--- config.mk ---
export PLATFORM = sky130hd
export DESIGN_NAME = div_unit
export DESIGN_NICKNAME = d
export VERILOG_FILES = /design/src/rtl/div_unit.sv
export SDC_FILE = /design/constraint.sdc
export NUM_CORES = 1
export LEC_CHECK = 0
export ABC_AREA = 1
export CAP_MARGIN = 20
export CORE_ASPECT_RATIO = 1.75
export CORE_UTILIZATION = 50
export CTS_BUF_LIST = sky130_fd_sc_hd__clkbuf_4 sky130_fd_sc_hd__clkbuf_8 sky130_fd_sc_hd__clkbuf_16
export DETAILED_ROUTE_END_ITERATION = 8
export PLACE_DENSITY = 0.71
export SLEW_MARGIN = 20
export SYNTH_ARGS = -nofsm -noshare
export SYNTH_HDL_FRONTEND = slang
export SYNTH_SLANG_ARGS = --single-unit
--- constraint.sdc ---
create_clock -name clock -period 6.4 [get_ports clock]
set_clock_uncertainty 0.05 [all_clocks]
set_input_delay 0.96 -clock clock [delete_from_list [all_inputs] [get_ports clock]]
set_output_delay 0.96 -clock clock [all_outputs]
set_load 0.05 [all_outputs]
--- src/rtl/div_unit.sv ---
// Iterative 32-bit signed divider: restoring division on operand magnitudes,
// one quotient bit per cycle, sign fix-up, then a one-cycle ready pulse.
//
// state | meaning
// IDLE  | waiting for ctrl_DIV
// RUN   | 32 restoring iterations, MSB first
// FIX   | apply quotient sign, publish result
// DONE  | ready pulse goes out on the following cycle
module div_unit (
    input  logic        clock,
    input  logic        reset,
    input  logic        ctrl_DIV,
    input  logic [31:0] data_operandA,
    input  logic [31:0] data_operandB,
    output logic [31:0] data_result,
    output logic        data_exception,
    output logic        data_resultRDY,
    output logic        data_busy
);

    typedef enum logic [1:0] {IDLE, RUN, FIX, DONE} state_t;

    state_t      state_q, state_d;
    logic [5:0]  cnt_q, cnt_d;
    // The remainder never reaches |B| (at most 2^31), so 32 bits hold it.
    logic [31:0] rem_q, rem_d;
    logic [31:0] quo_q, quo_d;
    logic [31:0] dvs_q, dvs_d;
    logic [31:0] result_q, result_d;
    logic        neg_q, neg_d;
    logic        err_q, err_d;
    logic        exc_q, exc_d;
    logic        rdy_q, rdy_d;
    logic        busy_q, busy_d;

    logic        b_nz;
    logic        ovf;
    logic [31:0] abs_a;
    logic [31:0] abs_b;
    logic [32:0] rem_sh;
    logic [32:0] trial;

    always_comb begin
        b_nz   = |data_operandB;
        ovf    = (data_operandA == 32'h8000_0000) && (data_operandB == 32'hFFFF_FFFF);
        abs_a  = data_operandA[31] ? (~data_operandA + 32'd1) : data_operandA;
        abs_b  = data_operandB[31] ? (~data_operandB + 32'd1) : data_operandB;
        rem_sh = {rem_q, quo_q[31]};
        trial  = rem_sh - {1'b0, dvs_q};

        state_d  = state_q;
        cnt_d    = cnt_q;
        rem_d    = rem_q;
        quo_d    = quo_q;
        dvs_d    = dvs_q;
        result_d = result_q;
        neg_d    = neg_q;
        err_d    = err_q;
        exc_d    = exc_q;
        rdy_d    = 1'b0;

        case (state_q)
            RUN: begin
                rem_d = trial[32] ? rem_sh[31:0] : trial[31:0];
                quo_d = {quo_q[30:0], ~trial[32]};
                cnt_d = cnt_q + 6'd1;
                if (cnt_q == 6'd31) state_d = FIX;
            end
            FIX: begin
                result_d = neg_q ? (~quo_q + 32'd1) : quo_q;
                exc_d    = 1'b0;
                state_d  = DONE;
            end
            DONE: begin
                rdy_d   = 1'b1;
                state_d = IDLE;
                if (err_q) exc_d = 1'b1;
            end
            default: ;
        endcase

        // A start always wins over the current operation; a pending DONE
        // still emits its pulse because rdy_d is left untouched here.
        if (ctrl_DIV) begin
            result_d = 32'd0;
            exc_d    = 1'b0;
            cnt_d    = 6'd0;
            rem_d    = 32'd0;
            if (!b_nz || ovf) begin
                err_d   = 1'b1;
                state_d = DONE;
            end else begin
                err_d   = 1'b0;
                quo_d   = abs_a;
                dvs_d   = abs_b;
                neg_d   = data_operandA[31] ^ data_operandB[31];
                state_d = RUN;
            end
        end

        busy_d = (state_d != IDLE);
    end

    always_ff @(posedge clock) begin
        if (reset) begin
            state_q  <= IDLE;
            cnt_q    <= 6'd0;
            rem_q    <= 32'd0;
            quo_q    <= 32'd0;
            dvs_q    <= 32'd0;
            result_q <= 32'd0;
            neg_q    <= 1'b0;
            err_q    <= 1'b0;
            exc_q    <= 1'b0;
            rdy_q    <= 1'b0;
            busy_q   <= 1'b0;
        end else begin
            state_q  <= state_d;
            cnt_q    <= cnt_d;
            rem_q    <= rem_d;
            quo_q    <= quo_d;
            dvs_q    <= dvs_d;
            result_q <= result_d;
            neg_q    <= neg_d;
            err_q    <= err_d;
            exc_q    <= exc_d;
            rdy_q    <= rdy_d;
            busy_q   <= busy_d;
        end
    end

    assign data_result    = result_q;
    assign data_exception = exc_q;
    assign data_resultRDY = rdy_q;
    assign data_busy      = busy_q;

endmodule

==> results.sh <==
export IMPL_comb_power_share_pct=31.3
export IMPL_hold_path_class="register to register"
export IMPL_yosysSeqAreaShare_pct=25.5
export IMPL_gr_usage_met1_pct=32.4
export IMPL_syn_nets=1983
export IMPL_critPathMostFrequentCell="nand2_1"
export IMPL_syn_area_per_cell_sq_um=5.89
export IMPL_cts_tree="yes"
export IMPL_cts_buffers=17
export IMPL_synth_flop_cell="dfxtp_1"
export IMPL_core_area_sq_um=21600
export IMPL_post_place_ws_ns=2.24
export IMPL_dpl_cell_area_sq_um=12200
export IMPL_grt_busiest_layer="met2"
export IMPL_finalPower_mw=2.92
export IMPL_num_io_pins=102
export IMPL_cp_required_ns=6.72
export IMPL_ctsResizeCount=0
export IMPL_slew_viol_final=0
export IMPL_drt_initial_drc_count=625
export IMPL_max_slew_margin_pct=35.1
export IMPL_rsz0062_at_grt="false"
export IMPL_place_congestion=1.05
export IMPL_maxCapViolCount=0
export IMPL_start_util_pct=51.2
export IMPL_fmax_mhz=267
export IMPL_outcome="completed"
export IMPL_finalSetupTns_ns=0
export IMPL_antennaDiodeCount=0
export IMPL_layout_setup_ws_ns=2.65
export IMPL_drc_errors=0
export IMPL_synth_seq_cells=141
export IMPL_grt_antenna_before_repair=0
export IMPL_arrival_ns=4.07
export IMPL_worst_pin_slew_ns=0.972
export IMPL_fin_cells=2249
export IMPL_grt_max_degree=84
export IMPL_die_w_microns=114
export IMPL_synthesis_instances=1878
export IMPL_p_per_area_nw_per_um2=227
export IMPL_ir_drop_mv=0.245
export IMPL_p_sw_mw=1.11
export IMPL_grt_pass1_wl_microns=61400
export IMPL_pwr_share_seq_pct=33.5
export IMPL_p_leak_nw=6.10
export IMPL_drive_gt1_share_pct=4.85
export IMPL_ys_warn_count=0
export IMPL_power_internal_mw=1.80
export IMPL_numPortBuffers=101
export IMPL_cp_end_kind="register"
export IMPL_grt_pass1_vias=11700
export IMPL_cts_hold_fix_buffers=0
export IMPL_syn_to_final_growth_pct=16.0
export IMPL_cp_max_fo=37
export IMPL_crit_slowest_cell="clkdlybuf4s50_1"
export IMPL_critPathKind="input pin to register"
export IMPL_period_minus_slack_ns=3.75
export IMPL_insertion_delay_ns=0.45
export IMPL_hold_viol=0
export IMPL_fin_crit_sh_pct=58.6
export IMPL_design_area_sq_um=12800
export IMPL_wl_per_cell_microns=17.7
export IMPL_setup_viol=0
export IMPL_overflow=0
export IMPL_ant_nets=0
export IMPL_cts_sinks=141
export IMPL_synth_edf_count=0
export IMPL_layout_nets=2049
export IMPL_slowest_delay_ns=1.05
export IMPL_cts_root_buffer="clkbuf_16"
export IMPL_dr_pass1_iters=5
export IMPL_die_h_microns=199
export IMPL_cts_clk_slew_worst_paths_ns=0.06
export IMPL_dieArea_sq_um=22700
export IMPL_cp_start_kind="input pin"
export IMPL_syn_area_sq_um=11100
export IMPL_path_cells="clkdlybuf4s50_1 > nand2_1 > nor4_1 > nand2_1 > nor2_1 > nand3_1 > nand3_2 > nand2_1 > inv_1 > nand2_1 > o21ai_0"
export IMPL_power_share_switching_pct=38.2
export IMPL_grt_usage_pct=36.6
export IMPL_numPlacedInstances=2217
export IMPL_avgViaCountPerCell=5.30
export IMPL_cts_buffer_depth=2
export IMPL_clock_power_share_pct=35.3
export IMPL_synth_distinct_cells=46
export IMPL_wl_microns=39900
export IMPL_hpwl_microns=31100
export IMPL_placementRows=71
export IMPL_vias=11900
export IMPL_met2_usage_pct=69.1
export IMPL_grt_use_met3_pct=5.64
export IMPL_post_cts_setup_buffers=0
export IMPL_htree_levels=4
export IMPL_synthArstFlopShare_pct=0
[cell usage after synthesis, types with 4 or more instances]
library cell	count	area, sq um
a21oi_1	106	531
a31oi_1	4	25.0
buf_1	5	18.8
buf_2	11	55.1
buf_6	4	45.0
clkbuf_1	40	150
dfxtp_1	141	2820
ha_1	37	463
inv_1	273	1020
inv_2	4	15.0
nand2_1	538	2020
nand2_2	8	50.1
nand2_4	6	67.6
nand3_1	128	641
nand3_2	14	140
nand3b_1	11	82.6
nand4_1	26	163
nor2_1	248	931
nor3_1	29	145
nor4_1	10	62.6
o211ai_1	11	82.6
o21ai_0	104	521
o21bai_1	6	45.0
o22ai_1	5	31.3
or2_2	8	50.1
xnor2_1	15	131
xor2_1	54	473
[stage by stage]
stage                     hold slack, ns  util (%)
after CTS                          0.420      59.5
after global placement             0.398      56.7
final                              0.421      59.5
after global routing               0.439      59.5
after floorplan                    0.376         -
after detailed placement           0.408      56.7
[metal layers]
metal / vias up / routed length [microns]
met4: 0 / 3980
met3: 169 / 1430
met2: 315 / 21200
li1: 6057 / -
met5: - / 0
met1: 5382 / 13300
[worst paths after layout]
path / depth (start not counted) / slack [ns] / startpoint / end
setup / recovery: 11 / 2.65 / data_operandA[31] / data_busy
hold / removal: 2 / 0.42 / dvs_q[13] / dvs_q[13]
setup reg to reg: 18 / 3.19 / quo_q[31] / rem_q[18]
hold reg to reg: 2 / 0.42 / dvs_q[13] / dvs_q[13]
[cells by family after synthesis]
| logic type | after synthesis | synth area share [%] |
|---|---|---|
| flip-flops | 141 | 25.5 |
| buffers and inverters | 342 | 12.2 |
| AND/OR/NAND/NOR | 1035 | 40.0 |
| XOR/XNOR | 69 | 5.46 |
| AO/OA/AOI/OAI | 253 | 12.4 |
| adder cells (fa/ha/maj) | 38 | 4.37 |
[power by group through the flow]
stage	logic, mW	registers, mW	clock network, mW
finish	0.912	0.977	1.03
global route	1.01	0.980	1.08
CTS	0.896	0.975	1.04
detailed placement	0.892	0.995	0
global placement	0.884	0.995	0
floorplan	0.616	0.988	0
[cell usage in the layout, fill, tap and decap left out, drive strengths merged, types with 2 or more instances in the layout]
| cell | instances |
|---|---|
| a21boi | 2 |
| a21oi | 110 |
| a31oi | 4 |
| and2 | 2 |
| and3 | 2 |
| buf | 10 |
| bufinv | 2 |
| clkbuf | 17 |
| clkdlybuf4s50 | 101 |
| clkinv | 5 |
| clkinvlp | 2 |
| dfxtp | 141 |
| ha | 37 |
| inv | 284 |
| nand2 | 552 |
| nand3 | 143 |
| nand3b | 11 |
| nand4 | 26 |
| nor2 | 251 |
| nor3 | 30 |
| nor4 | 10 |
| o211ai | 11 |
| o21ai | 107 |
| o21bai | 6 |
| o221ai | 3 |
| o22ai | 5 |
| or2 | 8 |
| xnor2 | 15 |
| xor2 | 54 |
[flip-flops by register name (all words and copies together) (netlist names)]
signal / count
data_result: 32
cnt_q: 6
neg_q: 1
state_q: 2
rem_q: 32
data_busy: 1
data_resultRDY: 1
quo_q: 32
data_exception: 1
dvs_q: 32
err_q: 1
[worst max-delay path, delay by kind of cell]
kind	cells	cell delay [ns]
buffers and inverters	2	1.27
AOI/OAI and AO/OA	1	0.07
and+or+nand+nor	8	1.74
[cell type report]
cell class                      instances  area (sq um)
Clock buffer                           17           425
Inverter                              278          1040
Multi-Input combinational cell       1395          6910
Fill cell                            2289          8750
Tap cell                              292           365
Clock inverter                         15           178
Sequential cell                       141          2820
Timing Repair Buffer                  111          1090
(Power assumes the default switching activity.)
